$ cat config.mk
export PLATFORM = sky130hd
export DESIGN_NAME = mem_access_unit
export DESIGN_NICKNAME = d
export VERILOG_FILES = /design/src/rtl/mem_access_unit.sv
export SDC_FILE = /design/constraint.sdc
export NUM_CORES = 1
export LEC_CHECK = 0
export CAP_MARGIN = 20
export CORE_ASPECT_RATIO = 0.75
export CORE_MARGIN = 3
export CORE_UTILIZATION = 25
export CTS_CLUSTER_SIZE = 25
export DETAILED_ROUTE_END_ITERATION = 7
export DONT_BUFFER_PORTS = 1
export SLEW_MARGIN = 20
export SYNTH_ARGS = -nofsm -noshare
export SYNTH_HDL_FRONTEND = slang
export SYNTH_SLANG_ARGS = --single-unit
$ cat constraint.sdc
create_clock -name clk -period 4.65 [get_ports clk]
set_input_delay 0.93 -clock clk [delete_from_list [all_inputs] [get_ports clk]]
set_output_delay 0.93 -clock clk [all_outputs]
set_load 0.01 [all_outputs]
$ cat src/rtl/mem_access_unit.sv
// mem_access_unit: M-stage load/store unit.
//   Stores: narrows and replicates register data onto a 32-bit word bus and
//   drives the matching byte enables.
//   Loads: picks the addressed byte or half out of the returned word and
//   sign- or zero-extends it.
//   Runs one handshaked bus transaction per op and holds busy so the hazard
//   unit can stall the pipe.
//
// Ports:
//   clk, reset          rising-edge clock; asynchronous active-high reset
//   start, mem_op       op request (sampled only in IDLE), op code 0..15
//   addr, wdata         byte address, store source register
//   busy, done          busy while not IDLE; done is a one-cycle completion pulse
//   rdata               extended load result, held until the next done
//   adel, ades, timeout status flags, only ever set while done=1
//   bus_*               request/ack word bus (see handshake note below)
//   dbg_state           current FSM state (0 IDLE, 1 BUS, 2 DONE)
//
// Bus handshake: bus_req rises the cycle after the op is accepted, and
// bus_we/bus_be/bus_addr/bus_wdata are stable for as long as bus_req=1.
// The transfer completes on the first cycle in which bus_req=1 and
// bus_ack=1; bus_rdata is sampled in that cycle. bus_req falls on the
// following cycle. bus_ack is ignored whenever no request is outstanding.
module mem_access_unit #(
  parameter int unsigned MAX_WAIT = 15
) (
  input  logic        clk,
  input  logic        reset,
  input  logic        start,
  input  logic [3:0]  mem_op,
  input  logic [31:0] addr,
  input  logic [31:0] wdata,
  output logic        busy,
  output logic        done,
  output logic [31:0] rdata,
  output logic        adel,
  output logic        ades,
  output logic        timeout,
  output logic        bus_req,
  output logic        bus_we,
  output logic [3:0]  bus_be,
  output logic [31:0] bus_addr,
  output logic [31:0] bus_wdata,
  input  logic        bus_ack,
  input  logic [31:0] bus_rdata,
  output logic [1:0]  dbg_state
);

  localparam logic [3:0] OP_LW  = 4'd1;
  localparam logic [3:0] OP_LH  = 4'd2;
  localparam logic [3:0] OP_LHU = 4'd3;
  localparam logic [3:0] OP_LB  = 4'd4;
  localparam logic [3:0] OP_LBU = 4'd5;
  localparam logic [3:0] OP_SW  = 4'd6;
  localparam logic [3:0] OP_SH  = 4'd7;
  localparam logic [3:0] OP_SB  = 4'd8;

  localparam logic [7:0] WAIT_LIMIT = 8'(MAX_WAIT);

  typedef enum logic [1:0] {
    S_IDLE = 2'd0,
    S_BUS  = 2'd1,
    S_DONE = 2'd2
  } state_t;

  state_t      state, state_next;
  logic [7:0]  wait_cnt;
  logic [3:0]  op_q;
  logic [1:0]  lo_q;

  logic        is_load, is_store, misaligned, accept;
  logic [3:0]  be_new;
  logic [31:0] wdata_new;
  logic [7:0]  ld_byte;
  logic [15:0] ld_half;
  logic [31:0] ld_value;

  // Decode of the op presented in IDLE.
  always_comb begin
    is_load    = (mem_op >= OP_LW) && (mem_op <= OP_LBU);
    is_store   = (mem_op >= OP_SW) && (mem_op <= OP_SB);
    misaligned = 1'b0;
    be_new     = 4'b1111;
    wdata_new  = wdata;
    case (mem_op)
      OP_LW, OP_SW:         misaligned = (addr[1:0] != 2'b00);
      OP_LH, OP_LHU, OP_SH: misaligned = addr[0];
      default:              misaligned = 1'b0;
    endcase
    case (mem_op)
      OP_SH: begin
        be_new    = 4'b0011 << {addr[1], 1'b0};
        wdata_new = {2{wdata[15:0]}};
      end
      OP_SB: begin
        be_new    = 4'b0001 << addr[1:0];
        wdata_new = {4{wdata[7:0]}};
      end
      default: begin
        be_new    = 4'b1111;
        wdata_new = wdata;
      end
    endcase
    accept = (state == S_IDLE) && start && (is_load || is_store);
  end

  // Load extraction uses the op and low address bits latched at BUS entry.
  always_comb begin
    ld_byte  = bus_rdata[{lo_q, 3'b000} +: 8];
    ld_half  = bus_rdata[{lo_q[1], 4'b0000} +: 16];
    ld_value = bus_rdata;
    case (op_q)
      OP_LH:   ld_value = {{16{ld_half[15]}}, ld_half};
      OP_LHU:  ld_value = {16'h0000, ld_half};
      OP_LB:   ld_value = {{24{ld_byte[7]}}, ld_byte};
      OP_LBU:  ld_value = {24'h000000, ld_byte};
      default: ld_value = bus_rdata;
    endcase
  end

  always_ff @(posedge clk or posedge reset) begin
    if (reset) state <= S_IDLE;
    else       state <= state_next;
  end

  always_comb begin
    state_next = state;
    case (state)
      S_IDLE: if (accept) state_next = misaligned ? S_DONE : S_BUS;
      S_BUS:  if (bus_ack || (wait_cnt == WAIT_LIMIT)) state_next = S_DONE;
      S_DONE: state_next = S_IDLE;
      default: state_next = S_IDLE;
    endcase
  end

  always_ff @(posedge clk or posedge reset) begin
    if (reset) begin
      wait_cnt  <= 8'd0;
      op_q      <= 4'd0;
      lo_q      <= 2'd0;
      rdata     <= 32'd0;
      adel      <= 1'b0;
      ades      <= 1'b0;
      timeout   <= 1'b0;
      bus_req   <= 1'b0;
      bus_we    <= 1'b0;
      bus_be    <= 4'd0;
      bus_addr  <= 32'd0;
      bus_wdata <= 32'd0;
    end else begin
      case (state)
        S_IDLE: begin
          if (accept && misaligned) begin
            adel <= is_load;
            ades <= is_store;
          end else if (accept) begin
            wait_cnt  <= 8'd0;
            op_q      <= mem_op;
            lo_q      <= addr[1:0];
            bus_req   <= 1'b1;
            bus_we    <= is_store;
            bus_be    <= be_new;
            bus_addr  <= {addr[31:2], 2'b00};
            bus_wdata <= is_store ? wdata_new : 32'd0;
          end
        end
        S_BUS: begin
          // ack takes priority over an expiring wait count in the same cycle.
          if (bus_ack) begin
            bus_req <= 1'b0;
            if (!bus_we) rdata <= ld_value;
          end else if (wait_cnt == WAIT_LIMIT) begin
            bus_req <= 1'b0;
            timeout <= 1'b1;
            rdata   <= 32'd0;
          end else begin
            wait_cnt <= wait_cnt + 8'd1;
          end
        end
        default: begin
          // Leaving DONE: status flags only live alongside the done pulse.
          adel    <= 1'b0;
          ades    <= 1'b0;
          timeout <= 1'b0;
        end
      endcase
    end
  end

  assign busy      = (state != S_IDLE);
  assign done      = (state == S_DONE);
  assign dbg_state = state;

endmodule

# After elaboration in Yosys (flattened, before gate mapping)
# Cells that the tools add are included.
# totals
reg_bits,119
in_bits,104
out_inout_bits,109
word_cells,97
# classes
addsub,1
n_lt_le_gt_ge,4
eq_ne,22
shift,4
n_mux,29
n_bitwise,3
n_reduce_logical,21
# ops
cell,count
two-way mux 32 bit,4
one-hot mux 32 bit (4 select lines),1
one-hot mux 32 bit (2 select lines),1
two-way mux 8 bit,4
variable part select 32 x 6 -> 16 bit,1
variable part select 32 x 6 -> 8 bit,1
"== test 4 x 2 -> 1 bit, second input constant",4
"== test 4 x 3 -> 1 bit, second input constant",4
one-hot mux 8 bit (2 select lines),1
"!= test 2 bit, second input constant",7
one-hot mux 1 bit (2 select lines),5
AND reduction 3 bit,3
"adder 8 x 1 -> 8 bit, second input constant",1
"== test 8 x 4 -> 1 bit, second input constant",1
two-way mux 1 bit,8
one-hot mux 4 bit (2 select lines),1
nonzero test 2 bit,4
two-way mux 2 bit,3
logical AND 1 bit,5
AND reduction 5 bit,1
"== test 4 x 1 -> 1 bit, second input constant",1
"== test 4 bit, second input constant",1
">= comparator 4 x 1 -> 1 bit, second input constant",1
">= comparator 4 x 3 -> 1 bit, second input constant",1
other kinds (16),20

# Depth between registers and ports, before layout
# depth
word_depth,7
ltp_mapped,9
mapped_depth_nobuf,6

# Worst setup path after synthesis
# No wires, ideal clock.
# synth_path
path_kind,input to register
start,input port mem_op[1]
end,register lo_q[0]
setup_time_ns,0.125
arrival_ns,2.448
t_required_ns,4.525
slack_ns,2.077
path_stages,8
n_path_buf,3
cell_sequence,buf_2 or4_1 nand3_2 or2_4 or2_1 buf_2 buf_6 mux2_4
# synth_between
elab_chain_cells,7
elab_cells_between_ends,19
cone_classes,4 x order compare; 5 x eq/ne; 1 x mux; 1 x bitwise; 8 x reduce/logical
# synth_rtl
item,line,source
from (decl),30,"input logic [3:0] mem_op,"
>= comparator 4 x 1 -> 1 bit (tied with other cells),80,is_load = (mem_op >= OP_LW) && (mem_op <= OP_LBU);
"logical AND 1 bit, on equally long branches","80, 81",
logical OR 1 bit,104,accept = (state == S_IDLE) && start && (is_load || is_store);
logical AND 1 bit,104,
logical AND 1 bit,153,if (accept && misaligned) begin
inverter 1 bit (no line),-,
AND reduction 3 bit (no line) (*),-,
to (signal assigned),159,lo_q <= addr[1:0];
to (decl),69,logic [1:0] lo_q;
# Mark *: on every way between the ends. The rest lies on a longest branch, timed or not.
# A chain may end at the register's enable or synchronous reset.

# Worst setup path in the final report
# layout_path
start,"register state[0], in the netlist dbg_state[0]"
end,register rdata[18]
# layout_between
elab_chain_cells,2
# layout_rtl
item,line,source
from (decl),66,"state_t state, state_next;"
from (signal assigned),123,else state <= state_next;
== test 2 x 1 -> 1 bit,151,case (state)
AND reduction 3 bit (no line),-,
to (signal assigned),171,if (!bus_we) rdata <= ld_value;
to (decl),35,"output logic [31:0] rdata,"
# No other way between the ends.

==> reports/summary.txt <==
Maximum clock rate = 0.3538 GHz
CP Class = register to register
Finished Layout Cells = 809
Largest net degree at the start of global routing = 120
Antenna Cells = 0
Drt wl/cell = 21.12 um
Ys async rst share = 100.0%
Chip Height = 137.3 um
Width of the die = 181.1 um
Longest Clk Path Bufs = 2
Area occupied by multi-input gates = 2570 um2
Maximum vdd drop = 0.2957 mV
PwrDens = 575.9 nW/um2
Critical Path AT = 3.17 ns
IO buf count = 0
Total track usage = 13.58%
Vias in the first global route = 4,092
CP Max Fanout = 16
Status = finished clean
Wire length of the first global-routing pass = 25.83 mm
Post-Synthesis Cells = 512
Register area share after synthesis = 51.82%
Final GP Congestion = 0.7751
Register Area = 2978 um2
# DRC = 0
Clock-pin transition on the worst setup and hold timing paths = 0.06 ns
WP data required = 5.00 ns
Placed Cells = 777
CP endpoint kind = register
Final core utilization = 29.33%
Worst slack at placement = 1.553 ns
Hold WC Path Type = primary input to async pin
Area growth syn-to-layout = 14.06%
FP Rows = 47
EDFF count, synth = 0
Worst-Margin Slew = 0.9692 ns
Clock Skew = 0.007950 ns
Startpoint Class = register
Slew HR = 35.38%
Filler cell count = 2,296
CTS Sinks = 119
Hold Violations, Final = 0
Post-CTS setup buffers = 0
Iter 0 DRT Violations = 244
Initial antenna violation count = 0
Die Footprint = 24,860 um2
Minimum clock period = 2.826 ns
Num ports = 213
CORE AREA = 22,350 um2
Layout net count = 607
GRT overflow = 0
Post-synth cell types = 58
Hold-fix buffers, CTS = 0
Initial Util = 25.72%
Layout cells sized above 1 = 20.39%
Standby leakage power = 2.743 nW
Post-DP HPWL = 12.37 mm
Syn. warnings = 0
Antenna-violating nets left = 0
Max-cap violations = 0
Primary FF master, synth = dfrtp_1
Setup repair after global routing missed its margin = no
DRT Pass-1 Iters = 5
DR vias/cell = 5.138
Slew Viols, Final = 0
WL final = 17.09 mm
Area of the mapped netlist = 5747 um2
Setup TNS = 0 ns
Num CTS Buffers = 17
Root Driver = clkbuf_16
Via count = 4,157
CTS resizes = 0
Synth Area per Inst = 11.22 um2
Seq cells post-synth = 119
Clk Latency, worst-skew pair = 0.41 ns
TritonCTS clock tree = done
Worst setup margin = 1.824 ns
Final period util = 60.78%
H-tree lvl count = 4
Final setup viols = 0
==> power breakdown <==
part,internal (mW),switching [mW]
clock network,0.750,0.529
registers,1.35,0.462
logic,0.371,0.309
total,2.47,1.30
==> metrics by stage <==
stage	total power, mW	area (um2)	hold slack [ns]
floorplan	2.310	5751	0.4786
global placement	2.503	5984	0.4983
detailed placement	2.528	5984	0.5219
CTS	3.835	6553	0.5300
global route	4.008	6555	0.5428
finish	3.775	6555	0.4765
==> metal layers <==
layer | vias up | track usage [%] | routed length [um]
li1 | 1899 | - | -
met1 | 2053 | 17.83 | 7263
met2 | 196 | 20.71 | 7947
met3 | 9 | 5.991 | 1768
met4 | 0 | 3.214 | 108
met5 | - | 0 | 0
==> state kept, by name, summed over array words and instances (netlist names), 2 cells and up <==
| register | flops |
|---|---|
| wait_cnt | 8 |
| rdata | 32 |
| bus_be | 4 |
| bus_wdata | 32 |
| dbg_state | 2 |
| op_q | 4 |
| bus_addr | 30 |
| lo_q | 2 |
==> critical path, cell delays in order (launching register included) <==
cell,delay [ns]
dfrtp_1,0.51
nor2b_1,0.58
nand2_1,0.48
a2111oi_4,0.95
a221o_1,0.22
==> cells by family after synthesis <==
logic type	share of synthesized area, %
buffers and inverters	3.876
adders and majority gates	0.2177
AOI/OAI and AO/OA	19.68
other	0.06525
and+or+nand+nor	13.00
DFF	51.82
muxes	11.34
==> placed cells by master, fill, tap and decap left out, types with 5 or more instances in the layout <==
| master | count |
|---|---|
| dfrtp_1 | 119 |
| nor2_1 | 46 |
| mux2_2 | 43 |
| a22o_1 | 34 |
| nand2_1 | 31 |
| o21ai_0 | 21 |
| nor3_1 | 17 |
| clkbuf_16 | 17 |
| a21oi_1 | 16 |
| a221o_1 | 16 |
| nand2b_1 | 10 |
| a21o_1 | 10 |
| o22ai_1 | 9 |
| a31oi_1 | 9 |
| nor2b_1 | 8 |
| o2bb2ai_1 | 8 |
| mux2_4 | 7 |
| nand3_1 | 7 |
| inv_6 | 6 |
| or4_1 | 5 |
==> Yosys cell counts, types with 5 or more instances <==
cell type | n | share of area, %
a21o_1 | 10 | 1.3
a21oi_1 | 16 | 1.4
a221o_1 | 16 | 2.8
a22o_1 | 34 | 5.2
a31oi_1 | 9 | 0.98
buf_2 | 16 | 1.4
buf_6 | 5 | 0.98
clkbuf_1 | 10 | 0.65
dfrtp_1 | 119 | 52
inv_1 | 5 | 0.33
mux2_2 | 43 | 8.4
mux2_4 | 7 | 1.8
nand2_1 | 31 | 2.0
nand2b_1 | 10 | 1.1
nand3_1 | 7 | 0.61
nor2_1 | 48 | 3.1
nor2b_1 | 8 | 0.87
nor3_1 | 17 | 1.5
o21ai_0 | 21 | 1.8
o22ai_1 | 9 | 0.98
o2bb2ai_1 | 8 | 1.2
or4_1 | 5 | 0.65
==> final timing paths <==
| check | start | endpoint | slack [ns] | cells past startpoint |
|---|---|---|---|---|
| worst max-delay path | dbg_state[0] | rdata[18] | 1.82 | 4 |
| worst min-delay path | reset | bus_addr[13] | 0.48 | 2 |
| worst max register to register | dbg_state[0] | rdata[18] | 1.82 | 4 |
| worst min register to register | wait_cnt[0] | wait_cnt[0] | 0.53 | 1 |
| max in group asynchronous | reset | rdata[31] | 3.53 | 2 |
| min in group clk | wait_cnt[0] | wait_cnt[0] | 0.53 | 1 |
==> area by class of cell <==
| type | instances | share of cell area, % |
|---|---|---|
| timing repair buffer | 5 | 0.7635 |
| multi-input combinational | 354 | 39.21 |
| sequential | 119 | 45.43 |
| clock inverter | 14 | 2.119 |
| inverter | 5 | 0.3245 |
| clock buffer | 18 | 6.547 |
| tap | 294 | 5.612 |
No activity file was read; power rests on OpenSTA's default activity.
